`config.mk`:
```
export PLATFORM = sky130hd
export DESIGN_NAME = opensync_tx_arbiter_flat
export DESIGN_NICKNAME = d
export VERILOG_FILES = /design/src/rtl/opensync_tx_arb_pkg.sv /design/src/rtl/opensync_tx_arbiter_if.sv /design/src/rtl/opensync_tx_arb_timer.sv /design/src/rtl/opensync_tx_arbiter.sv /design/src/flat_wrapper.sv
export SDC_FILE = /design/constraint.sdc
export NUM_CORES = 1
export LEC_CHECK = 0
export ABC_AREA = 1
export BUFFER_PORTS_ARGS = -buffer_cell sky130_fd_sc_hd__buf_2
export CORE_MARGIN = 4
export CORE_UTILIZATION = 59
export CTS_BUF_LIST = sky130_fd_sc_hd__clkbuf_4 sky130_fd_sc_hd__clkbuf_8
export CTS_CLUSTER_DIAMETER = 200
export DETAILED_ROUTE_END_ITERATION = 7
export PLACE_DENSITY = 0.82
export SLEW_MARGIN = 0
export SYNTH_ARGS = -nofsm -noshare
export SYNTH_HDL_FRONTEND = slang
export SYNTH_SLANG_ARGS = --single-unit
```
`constraint.sdc`:
```
create_clock -name i_clk -period 2.04 [get_ports i_clk]
set_input_delay 0.306 -clock i_clk [delete_from_list [all_inputs] [get_ports i_clk]]
set_output_delay 0.306 -clock i_clk [all_outputs]
set_load 0.03 [all_outputs]
```
`src/rtl/opensync_tx_arb_pkg.sv`:
```
// Shared constants for the OpenSync transmit arbiter: state encoding,
// default timing parameters and source indices.
package opensync_tx_arb_pkg;

  localparam int DEF_IFG_CYCLES      = 12;
  localparam int DEF_GRANT_TIMEOUT   = 16;
  localparam int DEF_MAX_FRAME_BYTES = 1536;

  localparam int BYTE_CNT_W = 11;
  localparam int TIMER_W    = 16;

  localparam logic [2:0] ST_IDLE       = 3'd0;
  localparam logic [2:0] ST_GRANT_WAIT = 3'd1;
  localparam logic [2:0] ST_TRANSMIT   = 3'd2;
  localparam logic [2:0] ST_DRAIN      = 3'd3;
  localparam logic [2:0] ST_IFG        = 3'd4;

  localparam logic SRC_SYNC = 1'b0;
  localparam logic SRC_PKT  = 1'b1;

endpackage

```
`src/rtl/opensync_tx_arbiter_if.sv`:
```
// Source-side request/grant/byte signals and the MAC-side byte stream.
// master = arbiter, slave = frame sources plus MAC.
interface opensync_tx_arbiter_if;
  logic       i_sync_req;
  logic       o_sync_grant;
  logic [7:0] iv_sync_data;
  logic       i_sync_data_wr;
  logic       i_pkt_req;
  logic       o_pkt_grant;
  logic [7:0] iv_pkt_data;
  logic       i_pkt_data_wr;
  logic [7:0] ov_data;
  logic       o_data_wr;
  logic       o_grant_timeout;
  logic       o_oversize;

  modport master (
    input  i_sync_req, iv_sync_data, i_sync_data_wr,
    input  i_pkt_req, iv_pkt_data, i_pkt_data_wr,
    output o_sync_grant, o_pkt_grant, ov_data, o_data_wr,
    output o_grant_timeout, o_oversize
  );

  modport slave (
    output i_sync_req, iv_sync_data, i_sync_data_wr,
    output i_pkt_req, iv_pkt_data, i_pkt_data_wr,
    input  o_sync_grant, o_pkt_grant, ov_data, o_data_wr,
    input  o_grant_timeout, o_oversize
  );
endinterface

```
`src/rtl/opensync_tx_arb_timer.sv`:
```
// Shared up-counter for the grant-wait and IFG phases; holds at terminal count.
module opensync_tx_arb_timer
  import opensync_tx_arb_pkg::*;
#(
  parameter int W = TIMER_W
) (
  input  logic         i_clk,
  input  logic         i_rst,
  input  logic         i_load,
  input  logic         i_en,
  input  logic [W-1:0] iv_tc,
  output logic         o_tc
);

  logic [W-1:0] count_reg;

  always_ff @(posedge i_clk) begin
    if (i_rst || i_load) begin
      count_reg <= '0;
    end else if (i_en && !o_tc) begin
      count_reg <= count_reg + 1'b1;
    end
  end

  assign o_tc = (count_reg == iv_tc);

endmodule

```
`src/rtl/opensync_tx_arbiter.sv`:
```
// Frame-atomic two-source arbiter in front of the MAC transmit byte stream.
// Define OPENSYNC_TX_RR_EN for round-robin; otherwise sync has strict priority.
module opensync_tx_arbiter
  import opensync_tx_arb_pkg::*;
#(
  parameter int IFG_CYCLES      = DEF_IFG_CYCLES,
  parameter int GRANT_TIMEOUT   = DEF_GRANT_TIMEOUT,
  parameter int MAX_FRAME_BYTES = DEF_MAX_FRAME_BYTES
) (
  input  logic i_clk,
  input  logic i_rst,
  opensync_tx_arbiter_if.master bus
);

  localparam logic [BYTE_CNT_W-1:0] MAX_CNT = BYTE_CNT_W'(MAX_FRAME_BYTES);
  localparam logic [TIMER_W-1:0]    IFG_TC  = TIMER_W'(IFG_CYCLES - 1);
  localparam logic [TIMER_W-1:0]    WAIT_TC = TIMER_W'(GRANT_TIMEOUT - 1);

  logic [2:0]            state_reg, state_next;
  logic                  cur_src_reg, cur_src_next;
  logic [BYTE_CNT_W-1:0] byte_cnt_reg, byte_cnt_next, byte_cnt_inc;
  logic [7:0]            data_reg, data_next;
  logic                  data_wr_reg, data_wr_next;
  logic                  sync_grant_reg, sync_grant_next;
  logic                  pkt_grant_reg, pkt_grant_next;
  logic                  timeout_reg, timeout_next;
  logic                  oversize_reg, oversize_next;

  logic                  any_req, sel_src, g_wr;
  logic [7:0]            g_data;
  logic                  timer_load, timer_en, timer_tc;
  logic [TIMER_W-1:0]    timer_tc_val;

  assign any_req = bus.i_sync_req | bus.i_pkt_req;
  assign g_wr    = (cur_src_reg == SRC_SYNC) ? bus.i_sync_data_wr : bus.i_pkt_data_wr;
  assign g_data  = (cur_src_reg == SRC_SYNC) ? bus.iv_sync_data   : bus.iv_pkt_data;
  assign byte_cnt_inc = (byte_cnt_reg == '1) ? byte_cnt_reg : byte_cnt_reg + 1'b1;

`ifdef OPENSYNC_TX_RR_EN
  logic last_src_reg;

  // Resetting to PKT makes the first contested grant go to sync.
  always_ff @(posedge i_clk) begin
    if (i_rst) begin
      last_src_reg <= SRC_PKT;
    end else if (state_reg == ST_IDLE && any_req) begin
      last_src_reg <= sel_src;
    end
  end

  always_comb begin
    if (bus.i_sync_req && bus.i_pkt_req) begin
      sel_src = (last_src_reg == SRC_SYNC) ? SRC_PKT : SRC_SYNC;
    end else begin
      sel_src = bus.i_sync_req ? SRC_SYNC : SRC_PKT;
    end
  end
`else
  assign sel_src = bus.i_sync_req ? SRC_SYNC : SRC_PKT;
`endif

  // Grant-wait and IFG never overlap, so one counter serves both.
  assign timer_load   = (state_reg == ST_IDLE) || (state_reg == ST_TRANSMIT) ||
                        (state_reg == ST_DRAIN);
  assign timer_en     = (state_reg == ST_GRANT_WAIT) || (state_reg == ST_IFG);
  assign timer_tc_val = (state_reg == ST_IFG) ? IFG_TC : WAIT_TC;

  opensync_tx_arb_timer #(.W(TIMER_W)) u_timer (
    .i_clk  (i_clk),
    .i_rst  (i_rst),
    .i_load (timer_load),
    .i_en   (timer_en),
    .iv_tc  (timer_tc_val),
    .o_tc   (timer_tc)
  );

  always_ff @(posedge i_clk) begin
    if (i_rst) begin
      state_reg      <= ST_IDLE;
      cur_src_reg    <= SRC_SYNC;
      byte_cnt_reg   <= '0;
      data_reg       <= '0;
      data_wr_reg    <= 1'b0;
      sync_grant_reg <= 1'b0;
      pkt_grant_reg  <= 1'b0;
      timeout_reg    <= 1'b0;
      oversize_reg   <= 1'b0;
    end else begin
      state_reg      <= state_next;
      cur_src_reg    <= cur_src_next;
      byte_cnt_reg   <= byte_cnt_next;
      data_reg       <= data_next;
      data_wr_reg    <= data_wr_next;
      sync_grant_reg <= sync_grant_next;
      pkt_grant_reg  <= pkt_grant_next;
      timeout_reg    <= timeout_next;
      oversize_reg   <= oversize_next;
    end
  end

  always_comb begin
    state_next = state_reg;
    case (state_reg)
      ST_IDLE:       if (any_req) state_next = ST_GRANT_WAIT;
      ST_GRANT_WAIT: begin
        if (g_wr)          state_next = ST_TRANSMIT;
        else if (timer_tc) state_next = ST_IDLE;
      end
      ST_TRANSMIT: begin
        if (!g_wr)                       state_next = ST_IFG;
        else if (byte_cnt_reg == MAX_CNT) state_next = ST_DRAIN;
      end
      ST_DRAIN:      if (!g_wr) state_next = ST_IFG;
      ST_IFG:        if (timer_tc) state_next = ST_IDLE;
      default:       state_next = ST_IDLE;
    endcase
  end

  always_comb begin
    cur_src_next    = cur_src_reg;
    byte_cnt_next   = byte_cnt_reg;
    data_next       = data_reg;
    data_wr_next    = 1'b0;
    sync_grant_next = sync_grant_reg;
    pkt_grant_next  = pkt_grant_reg;
    timeout_next    = 1'b0;
    oversize_next   = 1'b0;
    case (state_reg)
      ST_IDLE: begin
        if (any_req) begin
          cur_src_next    = sel_src;
          sync_grant_next = (sel_src == SRC_SYNC);
          pkt_grant_next  = (sel_src == SRC_PKT);
          byte_cnt_next   = '0;
        end
      end
      ST_GRANT_WAIT: begin
        if (g_wr) begin
          data_next     = g_data;
          data_wr_next  = 1'b1;
          byte_cnt_next = byte_cnt_inc;
        end else if (timer_tc) begin
          sync_grant_next = 1'b0;
          pkt_grant_next  = 1'b0;
          timeout_next    = 1'b1;
        end
      end
      ST_TRANSMIT: begin
        if (g_wr && byte_cnt_reg != MAX_CNT) begin
          data_next     = g_data;
          data_wr_next  = 1'b1;
          byte_cnt_next = byte_cnt_inc;
        end else begin
          sync_grant_next = 1'b0;
          pkt_grant_next  = 1'b0;
          oversize_next   = g_wr;
        end
      end
      default: begin
      end
    endcase
  end

  assign bus.ov_data         = data_reg;
  assign bus.o_data_wr       = data_wr_reg;
  assign bus.o_sync_grant    = sync_grant_reg;
  assign bus.o_pkt_grant     = pkt_grant_reg;
  assign bus.o_grant_timeout = timeout_reg;
  assign bus.o_oversize      = oversize_reg;

endmodule

```
`src/flat_wrapper.sv`:
```
// flat-port wrapper written by rule: the top's interface ports become plain ports
module opensync_tx_arbiter_flat import opensync_tx_arb_pkg::*;
#(
  parameter int IFG_CYCLES      = DEF_IFG_CYCLES,
  parameter int GRANT_TIMEOUT   = DEF_GRANT_TIMEOUT,
  parameter int MAX_FRAME_BYTES = DEF_MAX_FRAME_BYTES
)
  (i_clk, i_rst, bus_i_sync_req, bus_iv_sync_data, bus_i_sync_data_wr, bus_i_pkt_req, bus_iv_pkt_data, bus_i_pkt_data_wr, bus_o_sync_grant, bus_o_pkt_grant, bus_ov_data, bus_o_data_wr, bus_o_grant_timeout, bus_o_oversize);
  opensync_tx_arbiter_if bus_i ();
  input  logic i_clk;
  input  logic i_rst;
  input wire logic [$bits(bus_i.i_sync_req)-1:0] bus_i_sync_req;
  input wire logic [$bits(bus_i.iv_sync_data)-1:0] bus_iv_sync_data;
  input wire logic [$bits(bus_i.i_sync_data_wr)-1:0] bus_i_sync_data_wr;
  input wire logic [$bits(bus_i.i_pkt_req)-1:0] bus_i_pkt_req;
  input wire logic [$bits(bus_i.iv_pkt_data)-1:0] bus_iv_pkt_data;
  input wire logic [$bits(bus_i.i_pkt_data_wr)-1:0] bus_i_pkt_data_wr;
  output wire logic [$bits(bus_i.o_sync_grant)-1:0] bus_o_sync_grant;
  output wire logic [$bits(bus_i.o_pkt_grant)-1:0] bus_o_pkt_grant;
  output wire logic [$bits(bus_i.ov_data)-1:0] bus_ov_data;
  output wire logic [$bits(bus_i.o_data_wr)-1:0] bus_o_data_wr;
  output wire logic [$bits(bus_i.o_grant_timeout)-1:0] bus_o_grant_timeout;
  output wire logic [$bits(bus_i.o_oversize)-1:0] bus_o_oversize;
  assign bus_i.i_sync_req = bus_i_sync_req;
  assign bus_i.iv_sync_data = bus_iv_sync_data;
  assign bus_i.i_sync_data_wr = bus_i_sync_data_wr;
  assign bus_i.i_pkt_req = bus_i_pkt_req;
  assign bus_i.iv_pkt_data = bus_iv_pkt_data;
  assign bus_i.i_pkt_data_wr = bus_i_pkt_data_wr;
  assign bus_o_sync_grant = bus_i.o_sync_grant;
  assign bus_o_pkt_grant = bus_i.o_pkt_grant;
  assign bus_ov_data = bus_i.ov_data;
  assign bus_o_data_wr = bus_i.o_data_wr;
  assign bus_o_grant_timeout = bus_i.o_grant_timeout;
  assign bus_o_oversize = bus_i.o_oversize;
  opensync_tx_arbiter #(.IFG_CYCLES(IFG_CYCLES), .GRANT_TIMEOUT(GRANT_TIMEOUT), .MAX_FRAME_BYTES(MAX_FRAME_BYTES)) u_core (.i_clk(i_clk), .i_rst(i_rst), .bus(bus_i));
endmodule
```
Word-level counts from Yosys, hierarchy flattened --
Cells that the tools add are included.
Storage, ports and cells: flip-flop bits (word level) 44, output and inout bits 13, logic and storage cells 78
Cells by class: $add $sub $neg 2, equal/unequal tests 16, multiplexer cells 30, bitwise operators 3, reduce and logical (&&, ||, !) cells 17
Operator list (count):
- $mux 11 | 4
- $pmux 11 s3 | 1
- $mux 8 | 3
- $eq 11x11->1 const B | 2
- $mux 3 | 7
- $add 16x1->16 const B | 1
- $eq 16x16->1 | 1
- $pmux 8 s2 | 1
- $pmux 3 s5 | 1
- $add 11x1->11 const B | 1
- $ne 11x11->1 const B | 1
- $mux 1 | 10
- $ne 2x2->1 const B | 5
- $eq 3x2->1 const B | 2
- $pmux 1 s3 | 2
- $reduce_and 3->1 | 2
- $reduce_or 3->1 | 2
- $reduce_and 5->1 | 1
- $logic_or 1x1->1 | 4
- $ne 2x1->1 const B | 2
- $reduce_and 4->1 | 1
- $eq 3x1->1 const B | 1
- $eq 3x3->1 const B | 1
- $logic_not 3->1 | 1
- other kinds (9) | 11

Longest topological paths before layout --
word-level depth 6, mapped depth 11, mapped depth without buffers 11

Hierarchy --
A second synthesis with hierarchy kept.
Unflattened totals: cells, all modules 480, area total of the unflattened synthesis 2941.6 um^2
Modules (own cells, without submodules):
- opensync_tx_arbiter | times used 1, cells each 264, area an instance 1773.0 um^2
- opensync_tx_arb_timer | times used 1, cells each 216, area an instance 1168.6 um^2

Worst setup path after synthesis --
Ideal clock, no wire load.
path type reg-to-reg, from register u_core.u_timer.count_reg[0], to register u_core.u_timer.count_reg[11], data arrival time 1.402 ns, data required time 1.908 ns, path slack 0.506 ns, cell stages (with the launch flop) 12, buffers on the path 1, period minus slack after synthesis 1.534 ns, path through dfxtp_1 ha_1 inv_1 nor2_1 nand2_1 nor2_1 nand3_2 nand2_4 inv_2 buf_4 o21ai_1 a21oi_1
Between the ends: longest elaborated chain between the ends 3, elaborated cells on any way between the ends 4
Ends and longest elaborated chain:
- start, declared | RTL line opensync_tx_arb_timer.sv:15 | logic [W-1:0] count_reg;
- start signal, assigned | RTL line opensync_tx_arb_timer.sv:21 | count_reg <= count_reg + 1'b1;
- branches (longest 3 deep; another with $add 16x1->16)
Parallel ways; which one is timed is not known. A chain may end at the register's enable or synchronous reset.

Worst setup path in the final report --
from register u_core.byte_cnt_reg[0], to register u_core.pkt_grant_reg, in the netlist u_core.bus.o_pkt_grant
Between the ends: longest elaborated chain between the ends 4
Ends and longest elaborated chain:
- start, declared | RTL line opensync_tx_arbiter.sv:21 | logic [BYTE_CNT_W-1:0] byte_cnt_reg, byte_cnt_next, byte_cnt_inc;
- start signal, assigned | RTL line opensync_tx_arbiter.sv:91 | byte_cnt_reg <= byte_cnt_next;
- $ne 11x11->1 | RTL line opensync_tx_arbiter.sv:149 | if (g_wr && byte_cnt_reg != MAX_CNT) begin
- $logic_and 1x1->1 | RTL line opensync_tx_arbiter.sv:149
- $ne 2x2->1 (no line)
- $reduce_and 5->1 (no line)
- end signal, assigned | RTL line opensync_tx_arbiter.sv:95 | pkt_grant_reg <= pkt_grant_next;
- end, declared | RTL line opensync_tx_arbiter.sv:25 | logic pkt_grant_reg, pkt_grant_next;
Every way passes these cells.

==> metrics.csv <==
metric;value;unit
Largest register FFs;16;
FP Rows;23;
f_max;541;MHz
M3 GR Usage;0.0520;
post-layout util;0.701;
setup tns final;0;ns
Yosys top cell by area;dfxtp_1;
First-pass DRT Iterations;5;
power density over cell area;1090;mW/mm^2
Die Span Y;73.9;um
max_cap viols;0;
top-area cell type share of the netlist area;0.344;
worst setup margin;0.193;ns
share of cells above drive strength 1;0.150;
# fillers;350;
Remaining DRCs;0;
Period minus WS final;1.85;ns
core area;0.00409;mm^2
measured slew at the worst slew-check pin;0.483;ns
I/O pin count;35;
pin count of the biggest net entering global routing;19;
Syn-to-layout area delta;11.8;%
flop-to-flop setup slack;0.19;ns
Hold Path Class;in -> reg;
DRT Wirelength;5790;um
element type at the critical path end;flip-flop;
vias in the first global route;2360;
worst path required time;2.22;ns
FF+latch area;882;um^2
global-route wire length before repair;10200;um
CTS clk-pin slew, worst paths;0.08;ns
TritonCTS buffer count;5;
CTS root buffer;clkbuf_8;
Slew Viols, Final;0;
Syn Area/Cell;6.54;um^2
cell area after synthesis;0.00256;mm^2
n_diodes;0;
area of the multi-input gates;0.00143;mm^2
initial antenna violation count;0;
Vias/cell;5.43;
Final Hold Viols;0;
GRT met1 Usage;0.318;
count of cell types in the netlist;31;
Final Wtd Congestion;0.925;
Hold Buf Count CTS;0;
commonest non-fill, non-tap cells in the layout;nand2_1, nor2_1, dfxtp_1;
fin nets;451;
Routed Antenna Nets;0;
synthesized flop and latch total;44;
clock buffer depth;2;
hold-critical path depth;4;
ranking of synthesized cells by area;dfxtp_1, nand2_1, nor2_1, a21oi_1, inv_1;
Max rail drop VDD;0.701;mV
Setup violations, final;0;
period utilization;0.905;
Max Clock Skew;0.00405;ns
Seq/Total Area, Yosys;0.344;
worst skew pair latency;0.30;ns
H-tree levels;2;
FF-to-FF path depth;11;
dpl hpwl;4210;um
peak fanout along the critical path;17;
Worst Hold Launch;bus_iv_pkt_data[5];
Die Width;73.9;um
Total GRT Usage;0.233;
most common cell after layout, fill and taps aside;nand2_1;
origin of the critical flop-to-flop path;u_core.byte_cnt_reg[0];
initial drt markers;185;
RSZ-0062 raised after global routing;false;
Initial Util;0.627;
kind of critical path;reg -> reg;
hold path endpoint;u_core.bus.ov_data[5];
grt ovf;0;
R2R Path End;u_core.bus.o_pkt_grant;
mean routed wirelength per cell;12.1;um
crit path DAT;2.03;ns
met2 Use GR;0.356;
CTS Sinks;44;
Startpoint Class;flip-flop;
dpl ws;0.193;ns
Pleak;1.25;nW
# port buffers;34;
gate count of the mapped netlist;392;
vias post-DR;2589;
YS warnings;0;
Worst slew margin;0.675;
syn_nets;417;
busiest grt layer;met2;
CTS tree;built;
status;finished, final reports clean;
die area;0.00546;mm^2
per-stage QoR:
stage                     hold slack [ns]  cell area, um^2  power, mW  instances
final                               0.346             2870       3.13        477
after global routing                0.371             2870       3.37        477
after CTS                           0.342             2860       3.13        477
after detailed placement            0.475             2750       2.45        469
after global placement              0.465             2750       2.43        469
after floorplan                     0.447             2560       2.20        392
worst max path at each step:
stage / startpoint / end / slack, ns
finish: u_core.byte_cnt_reg[0] / u_core.bus.o_pkt_grant / 0.19
global route: u_core.byte_cnt_reg[1] / u_core.byte_cnt_reg[5] / 0.03
CTS: u_core.byte_cnt_reg[0] / u_core.bus.o_sync_grant / 0.18
detailed placement: u_core.byte_cnt_reg[0] / u_core.bus.o_sync_grant / 0.19
global placement: u_core.byte_cnt_reg[0] / u_core.bus.o_pkt_grant / 0.27
floorplan: u_core.u_timer.count_reg[0] / u_core.u_timer.count_reg[11] / 0.51
logic make-up after synthesis:
family	after synthesis	synth area share
compound gates	58	0.133
xor+xnor	8	0.0273
fa+ha+maj	3	0.0146
buf+inv	56	0.0977
flops	44	0.344
simple gates	223	0.384
where the power goes:
group / total, mW / internal [mW] / switching (mW)
Sequential: 1.09 / 0.994 / 0.100
Clock: 0.678 / 0.377 / 0.301
Combinational: 1.36 / 0.420 / 0.943
cells in the mapped netlist, drive strengths merged:
master    n
xor2      7
and3      1
nand3    31
nor3     12
buf       7
a21oi    32
o211a     8
dfxtp    44
clkinv    1
o21ai    13
nand2   114
nor3b     2
inv      43
a31oi     2
o21bai    2
nand4    14
or2       1
clkbuf    5
nor2     48
ha        3
xnor2     1
a21boi    1
timing repair:
item,CTS,global route
endpoints found under the setup margin,0,6
hold endpoints to repair,0,0
buffers inserted,0,0
gates resized for setup,0,2
layout make-up:
type	instances	area share
flip-flops and latches	44	0.308
clock inverters	2	0.0122
clock buffers	6	0.0266
well taps	50	0.0218
inverters	44	0.0585
multi-input cells	292	0.500
repair buffers	39	0.0725
metal layers:
metal  part of all wire  vias to the layer above  wire, um
li1                   -                     1340         -
met2               0.45                      105      2590
met5                  0                        -         0
met4              0.018                        0       103
met1               0.46                     1130      2650
met3              0.077                       14       447
worst max-delay path, stage by stage, from the launching register on:
cell and delay [ns]:
dfxtp_1 0.33, inv_1 0.12, ha_1 0.17, nand2_1 0.05, nor3_1 0.21, nand2_1 0.14
nand2_2 0.13, nand2_2 0.21, nor2_2 0.18, nand3_1 0.08, nand2_1 0.07, nor2_1 0.03
No activity file was read; power rests on OpenSTA's default activity.
